--- config.mk ---
export PLATFORM = sky130hd
export DESIGN_NAME = freq_gen
export DESIGN_NICKNAME = d
export VERILOG_FILES = /design/src/rtl/freq_gen.sv
export SDC_FILE = /design/constraint.sdc
export NUM_CORES = 1
export LEC_CHECK = 0
export ABC_AREA = 1
export BUFFER_PORTS_ARGS = -buffer_cell sky130_fd_sc_hd__buf_2
export CORE_MARGIN = 1
export CORE_UTILIZATION = 45
export DETAILED_ROUTE_END_ITERATION = 6
export GPL_ROUTABILITY_DRIVEN = 0
export GPL_TIMING_DRIVEN = 0
export PLACE_DENSITY = 0.63
export SETUP_SLACK_MARGIN = 0.05
export SLEW_MARGIN = 10
export SYNTH_ARGS = -nofsm -noshare
export SYNTH_HDL_FRONTEND = slang
export SYNTH_SLANG_ARGS = --single-unit
--- constraint.sdc ---
create_clock -name sysclk -period 2.8 [get_ports sysclk]
set_input_delay 0.42 -clock sysclk [delete_from_list [all_inputs] [get_ports sysclk]]
set_output_delay 0.42 -clock sysclk [all_outputs]
set_load 0.1 [all_outputs]
--- src/rtl/freq_gen.sv ---
// Programmable square-wave source: 4-digit BCD value scaled by a decade
// select, generated by an error-free accumulator against CLK_HZ/2.
module freq_gen #(
  parameter int CLK_HZ = 50000000
) (
  input  logic        sysclk,
  input  logic        rst,
  input  logic [1:0]  select,
  input  logic [15:0] digits,
  input  logic        load,
  output logic        sigout,
  output logic        busy,
  output logic        running,
  output logic        modeout,
  output logic        bcderr
);

  localparam logic [31:0] HALF = 32'(CLK_HZ / 2);

  typedef enum logic [2:0] {IDLE, CONV, SCALE, CHECK, RUN} state_t;

  state_t      state, state_n;
  logic [1:0]  cnt;
  logic [15:0] dig_h;
  logic [1:0]  sel_h;
  logic [23:0] f;
  logic [31:0] acc;
  logic [31:0] sum;
  logic [3:0]  digit;
  logic        dig_bad;
  logic        f_over;

  // Current BCD digit, most significant first
  always_comb begin
    digit = dig_h[3:0];
    case (cnt)
      2'd0: digit = dig_h[15:12];
      2'd1: digit = dig_h[11:8];
      2'd2: digit = dig_h[7:4];
      default: digit = dig_h[3:0];
    endcase
  end

  assign dig_bad = (digit > 4'd9);
  assign f_over  = ({8'd0, f} > HALF);
  assign sum     = acc + {8'd0, f};
  assign busy    = (state == CONV) || (state == SCALE) || (state == CHECK);
  assign running = (state == RUN);

  // State register; reset beats load
  always_ff @(posedge sysclk) begin
    if (!rst) state <= IDLE;
    else      state <= state_n;
  end

  // Next-state logic; a load restarts conversion from any state
  always_comb begin
    state_n = state;
    if (load) begin
      state_n = CONV;
    end else begin
      case (state)
        IDLE:  state_n = IDLE;
        CONV: begin
          if (dig_bad)          state_n = IDLE;
          else if (cnt == 2'd3) state_n = (sel_h == 2'd0) ? CHECK : SCALE;
        end
        SCALE: if (cnt == sel_h - 2'd1) state_n = CHECK;
        CHECK: begin
          if (f == 24'd0 || f_over) state_n = IDLE;
          else                      state_n = RUN;
        end
        RUN:     state_n = RUN;
        default: state_n = IDLE;
      endcase
    end
  end

  // Datapath: capture, BCD->binary, decade scaling, flag and accumulator update
  always_ff @(posedge sysclk) begin
    if (!rst) begin
      cnt     <= 2'd0;
      dig_h   <= 16'd0;
      sel_h   <= 2'd0;
      f       <= 24'd0;
      acc     <= 32'd0;
      sigout  <= 1'b0;
      modeout <= 1'b0;
      bcderr  <= 1'b0;
    end else if (load) begin
      cnt     <= 2'd0;
      dig_h   <= digits;
      sel_h   <= select;
      f       <= 24'd0;
      sigout  <= 1'b0;
      modeout <= 1'b0;
      bcderr  <= 1'b0;
    end else begin
      case (state)
        CONV: begin
          if (dig_bad) begin
            bcderr <= 1'b1;
            sigout <= 1'b0;
            cnt    <= 2'd0;
          end else begin
            f   <= f * 24'd10 + {20'd0, digit};
            cnt <= cnt + 2'd1;
          end
        end
        SCALE: begin
          f   <= f * 24'd10;
          cnt <= (cnt == sel_h - 2'd1) ? 2'd0 : cnt + 2'd1;
        end
        CHECK: begin
          if (f != 24'd0 && f_over) modeout <= 1'b1;
          acc <= 32'd0;
        end
        RUN: begin
          // Bresenham step: acc stays below HALF, so no wrap
          if (sum >= HALF) begin
            acc    <= sum - HALF;
            sigout <= ~sigout;
          end else begin
            acc <= sum;
          end
        end
        default: ;
      endcase
    end
  end

endmodule

# [Word level (Yosys, flattened, before mapping)]
# Index checks and enable logic that the tools add are counted.
[word_totals] register_bits=81 input_bits=21
[op_classes] add_sub_neg=5 multipliers=1 n_lt_le_gt_ge=2 eq_ne=15 n_mux=18 bitwise=3 reduce_logical=15
[ops] op="32-bit case mux with 2 select lines" count=1
[ops] op="24-bit case mux with 2 select lines" count=1
[ops] op="32-bit by 24-bit adder with 32-bit output" count=1
[ops] op="32-bit by 25-bit greater-or-equal comparator with 1-bit output (second input constant)" count=1
[ops] op="32-bit 2-to-1 mux" count=1
[ops] op="32-bit by 25-bit subtractor with 32-bit output (second input constant)" count=1
[ops] op="24-bit by 4-bit adder with 24-bit output" count=1
[ops] op="24-bit logical NOT" count=1
[ops] op="24-bit by 3-bit multiplier with 23-bit output (second input constant)" count=1
[ops] op="24-bit 2-to-1 mux" count=1
[ops] op="3-bit 2-to-1 mux" count=4
[ops] op="3-bit case mux with 4 select lines" count=1
[ops] op="4-bit case mux with 3 select lines" count=1
[ops] op="2-bit AND reduction" count=5
[ops] op="3-bit by 2-bit equality test with 1-bit output (second input constant)" count=2
[ops] op="3-bit by 2-bit inequality test with 1-bit output (second input constant)" count=2
[ops] op="2-bit nonzero test" count=3
[ops] op="2-bit equality test (second input constant)" count=2
[ops] op="4-bit > comparator (second input constant)" count=1
[ops] op="2-bit logical NOT" count=2
[ops] op="1-bit 2-to-1 mux" count=4
[ops] op="2-bit 2-to-1 mux" count=2
[ops] op="2-bit by 1-bit inequality test with 1-bit output (second input constant)" count=2
[ops] op="2-bit inequality test (second input constant)" count=2
[ops] op="other kinds (13)" count=16

# [Longest topological paths before layout]
[logic_depth] ltp_word=6 ltp_mapped=26

# [Worst setup path after synthesis]
# OpenSTA, ideal clock, no wires.
[synth_timing] path_type="reg-to-reg" from="register state[2]" to="register acc[13]" setup_ns=0.068 arrival_time_ns=3.686 required_ns=2.732 setup_slack_ns=-0.954 stages_incl_launch_ff=10 synth_period_minus_slack_ns=3.754 cell_sequence="dfxtp_1 inv_1 nor3_1 inv_1 nor2_1 clkbuf_1 inv_1 a21oi_1 nand2_1 a21oi_2"
[synth_between] elab_chain_len=3 elab_cells_between_ends=5 cone_classes="2 x eq/ne; 1 x mux; 2 x reduce/logical"
[synth_lines] element="start, declared" line_no="22" source="state_t state, state_n;"
[synth_lines] element="start signal, assigned" line_no="53" source="else state <= state_n;"
[synth_lines] element="3-bit equality test *"
[synth_lines] element="named net running" line_no="13" source="output logic running,"
[synth_lines] element="2-bit nonzero test (no line)"
[synth_lines] element="2-bit AND reduction (no line)"
[synth_lines] element="end signal, assigned" line_no="121" source="acc <= sum - HALF;"
[synth_lines] element="end signal, assigned" line_no="124" source="acc <= sum;"
[synth_lines] element="end, declared" line_no="27" source="logic [31:0] acc;"
# The timed path passes the listed nets; every way through them passes the cells marked *.
# A chain may end at the register's enable or synchronous reset.

# [Worst setup path after layout]
[layout_timing] from="register f[0]" to="register acc[13]"
[layout_between] elab_chain_len=4 elab_cells_between_ends=5 cone_classes="2 x add/sub; 1 x order compare; 2 x mux"
[layout_lines] element="start, declared" line_no="26" source="logic [23:0] f;"
[layout_lines] element="start signal, assigned" line_no="106" source="f <= f * 24'd10 + {20'd0, digit};"
[layout_lines] element="start signal, assigned" line_no="111" source="f <= f * 24'd10;"
[layout_lines] element="32-bit by 24-bit adder with 32-bit output *" line_no="46" source="assign sum = acc + {8'd0, f};"
[layout_lines] element="32-bit by 25-bit subtractor with 32-bit output / 32-bit by 25-bit greater-or-equal comparator with 1-bit output (equally long branches)" line_no="121, 120"
[layout_lines] element="32-bit 2-to-1 mux *" line_no="120" source="if (sum >= HALF) begin"
[layout_lines] element="32-bit case mux with 2 select lines *" line_no="99" source="case (state)"
# Mark *: on every way between the ends. The rest lies on a longest branch, timed or not.

==> summary.md <==
| Metric | Value |
|---|---|
| Port-buffer cells | `22` |
| Tot GR Track Use | `0.282` |
| Achievable Freq | `313 MHz` |
| Comb pwr share | `0.221` |
| Number of synthesized flops with an enable pin | `0` |
| Yosys top cell area share | `0.210` |
| Vias in the first global route | `8459` |
| Critical Path RT | `3.09 ns` |
| P per Cell Area | `310 nW/um^2` |
| Row cnt | `49` |
| Crit path kind | `flip-flop to flip-flop` |
| First-pass GRT wire length | `41.3 mm` |
| CTS Buf Count | `9` |
| Multi-input logic area | `6850 sq um` |
| Outcome | `finished with violations` |
| 1st-pass router iterations | `4` |
| Ys Warns | `0` |
| DP HPWL | `20.1 mm` |
| #FFs+latches synth | `81` |
| Setup TNS | `-10.95 ns` |
| Routed WL per cell | `15.3 um` |
| DR vias | `9100` |
| NumNets Final | `1575` |
| Die ar. | `19000 sq um` |
| Switching Power | `0.00106 W` |
| GRT overflow | `0` |
| Post-synthesis net count | `1498` |
| Total wire length | `26.2 mm` |
| Core Util, Final | `0.579` |
| Initial Util | `0.461` |
| Largest net degree at the start of global routing | `17` |
| Flop pwr share | `0.388` |
| Clk buf depth | `2` |
| Worst-skew pair later-pin latency | `0.36 ns` |
| Slew of the pin with the lowest slew margin | `0.891 ns` |
| Startpoint Class | `flip-flop` |
| Top cells by area, synth | `nand2_1 (21%), dfxtp_1 (20%), ha_1 (11%)` |
| Critical path arrival | `3.48 ns` |
| Top FF cell, synth | `dfxtp_1` |
| Internal power | `0.00217 W` |
| Initial antenna violation count | `0` |
| DR vias/cell | `5.32` |
| Final period utilization | `1.14` |
| CP Max Fanout | `6` |
| Setup slack after layout | `-0.390 ns` |
| Sequential element share of the synthesized area | `0.195` |
| Post-Syn Instances | `1401` |
| Sequential Area | `1680 sq um` |
| Area growth syn-to-layout | `25.7%` |
| Clock root cell | `clkbuf_16` |
| Maxcap violations | `0` |
| Slew Limit Headroom | `0.406` |
| Clk pwr share | `0.391` |
| Number of remaining DRC errors | `0` |
| Synth area leader | `nand2_1` |
| Synthesized area per cell | `5.93 sq um` |
| Worst hold path class | `input port to flip-flop` |
| Cell area after synthesis | `8310 sq um` |
| Cell count after placement | `1652` |
| Clk_skew | `0.0121 ns` |
| Violated checks | `setup timing` |
| H-tree Lvls | `3` |
| Final Max Tran Viols | `0` |
| Die Span Y | `138 um` |
| Die width | `138 um` |
| Clock transition at path regs | `0.07 ns` |
| Antenna viol nets, final | `0` |
| Final-layout fill cell count | `1873` |
| Net Sw Frac | `0.329` |
| Final hold violations | `0` |
| Share of post-route cells with drive strength above 1 | `0.243` |
| Tmin final | `3.19 ns` |
| IO Pins | `26` |
| Share of flip-flops with an asynchronous set or reset | `0` |
| Dpl ws | `-0.640 ns` |
| VDD IR-drop max | `358 uV` |
| Pleak | `5.06 nW` |
| Initial drt markers | `507` |
| CTS tree | `built` |
| Post-route insts no fill | `1712` |
| Worst setup EP type | `flip-flop` |
| Distinct cell type count of the synthesized netlist | `47` |
| Core area | `18000 sq um` |
| # diodes | `0` |
| Clock Sinks | `81` |
| RSZ-0062 raised after global routing | `true` |
| Setup Viol. Count Final | `37` |
-- synth_stat cells, types with 6 or more instances --
cell type and n:
a21oi_1 98, clkbuf_1 20, dfxtp_1 81, ha_1 73, inv_1 160, inv_2 16
nand2_1 465, nand2_2 25, nand3_1 119, nand3b_1 10, nand4_1 18, nor2_1 116
nor2_2 12, nor3_1 14, nor4_1 6, o21ai_0 54, xnor2_1 16, xor2_1 27
-- final cells by class --
type | count | area share
sequential | 81 | 0.160
timing repair buffer | 67 | 0.0477
tap | 229 | 0.0274
inverter | 181 | 0.0657
multi-input combinational | 1112 | 0.656
buffer | 26 | 0.0133
clock inverter | 7 | 0.00803
clock buffer | 9 | 0.0216
-- routing by layer --
metal | vias to the layer above | part of all wire | global-route usage
met2 | 212 | 0.47 | 0.485
met1 | 4153 | 0.45 | 0.351
met5 | - | 0 | 0
li1 | 4685 | - | -
met3 | 50 | 0.044 | 0.0406
met4 | 0 | 0.031 | 0.114
-- flip-flops by register name (all words and copies together) (netlist names) --
signal and cells:
state 3, bcderr 1, cnt 2, dig_h 16, acc 32, sigout 1
f 24, sel_h 2
-- critical path, stage by stage, from the launching register on --
cell and delay, ns:
dfxtp_4 0.37, ha_4 0.17, fa_2 0.39, nand3_4 0.11
nand2_4 0.08, nand2_4 0.07, nand2_4 0.07, nand2_4 0.07
nand2_4 0.05, inv_4 0.06, ha_4 0.13, nand2_2 0.05
nor2_2 0.10, nand3_1 0.09, nor2_2 0.12, nand3_1 0.09
nor2_1 0.14, nand2_1 0.08, nand3_2 0.11, nand3_4 0.13
nand2_8 0.15, buf_8 0.15, nand2_4 0.05, nand2_2 0.06
nand2_2 0.09, a21oi_2 0.13
-- logic make-up (layout without fill, tap and decap cells) --
kind of cell    after synthesis  count (layout)  synth area share
compound gates              185             185             0.123
xor+xnor                     43              43            0.0453
fa+ha+maj                    76              76             0.117
buf+inv                     208             290            0.0971
flops                        81              81             0.195
other cells                   1               1          0.000451
simple gates                807             807             0.422
-- final timing paths --
check,startpoint,to,slack (ns),cells past startpoint
worst max-delay path,f[0],acc[13],-0.39,25
worst max register to register,f[0],acc[13],-0.39,25
worst min register to register,bcderr,bcderr,0.47,2
worst min-delay path,digits[4],dig_h[4],0.27,3
-- through the flow --
stage	cell area [sq um]	hold WS (ns)	total power, W
floorplan	8440	0.437	0.00171
global placement	8830	0.457	0.00186
detailed placement	8830	0.461	0.00186
CTS	9960	0.264	0.00318
global route	10400	0.276	0.00337
finish	10400	0.273	0.00323
-- cell usage in the layout (no fill, tap or decap), types with 7 or more instances in the layout --
cell type	count
nor2_2	18
a21oi_1	76
xor2_1	21
buf_6	9
buf_4	37
nand4_1	18
nand2_2	62
ha_4	19
buf_2	23
dfxtp_2	13
nand2_4	16
o21ai_0	49
nand3_4	7
inv_1	153
xnor2_1	14
dfxtp_4	10
ha_1	43
nand3b_1	10
nand3_1	97
a21oi_2	25
inv_2	21
nand2_1	412
nor3_1	9
clkbuf_1	18
nand3_2	19
clkbuf_16	9
nor2_1	102
nor2_4	11
ha_2	11
dfxtp_1	58
-- power by group through the flow --
| stage | clock network [W] | logic, W | registers [W] |
|---|---|---|---|
| floorplan | 0 | 0.000456 | 0.00125 |
| global placement | 0 | 0.000583 | 0.00128 |
| detailed placement | 0 | 0.000588 | 0.00128 |
| CTS | 0.00129 | 0.000637 | 0.00125 |
| global route | 0.00133 | 0.000791 | 0.00126 |
| finish | 0.00126 | 0.000716 | 0.00125 |
-- timing repair --
item | 4_1_cts | 5_1_grt
setup endpoints to repair | 39 | 46
hold buffers | 0 | 0
pin swaps | 37 | 48
setup buffers | 33 | 16
gates cloned | 3 | 0
resized for setup | 134 | 114
Power figures use the tool's default switching activity.
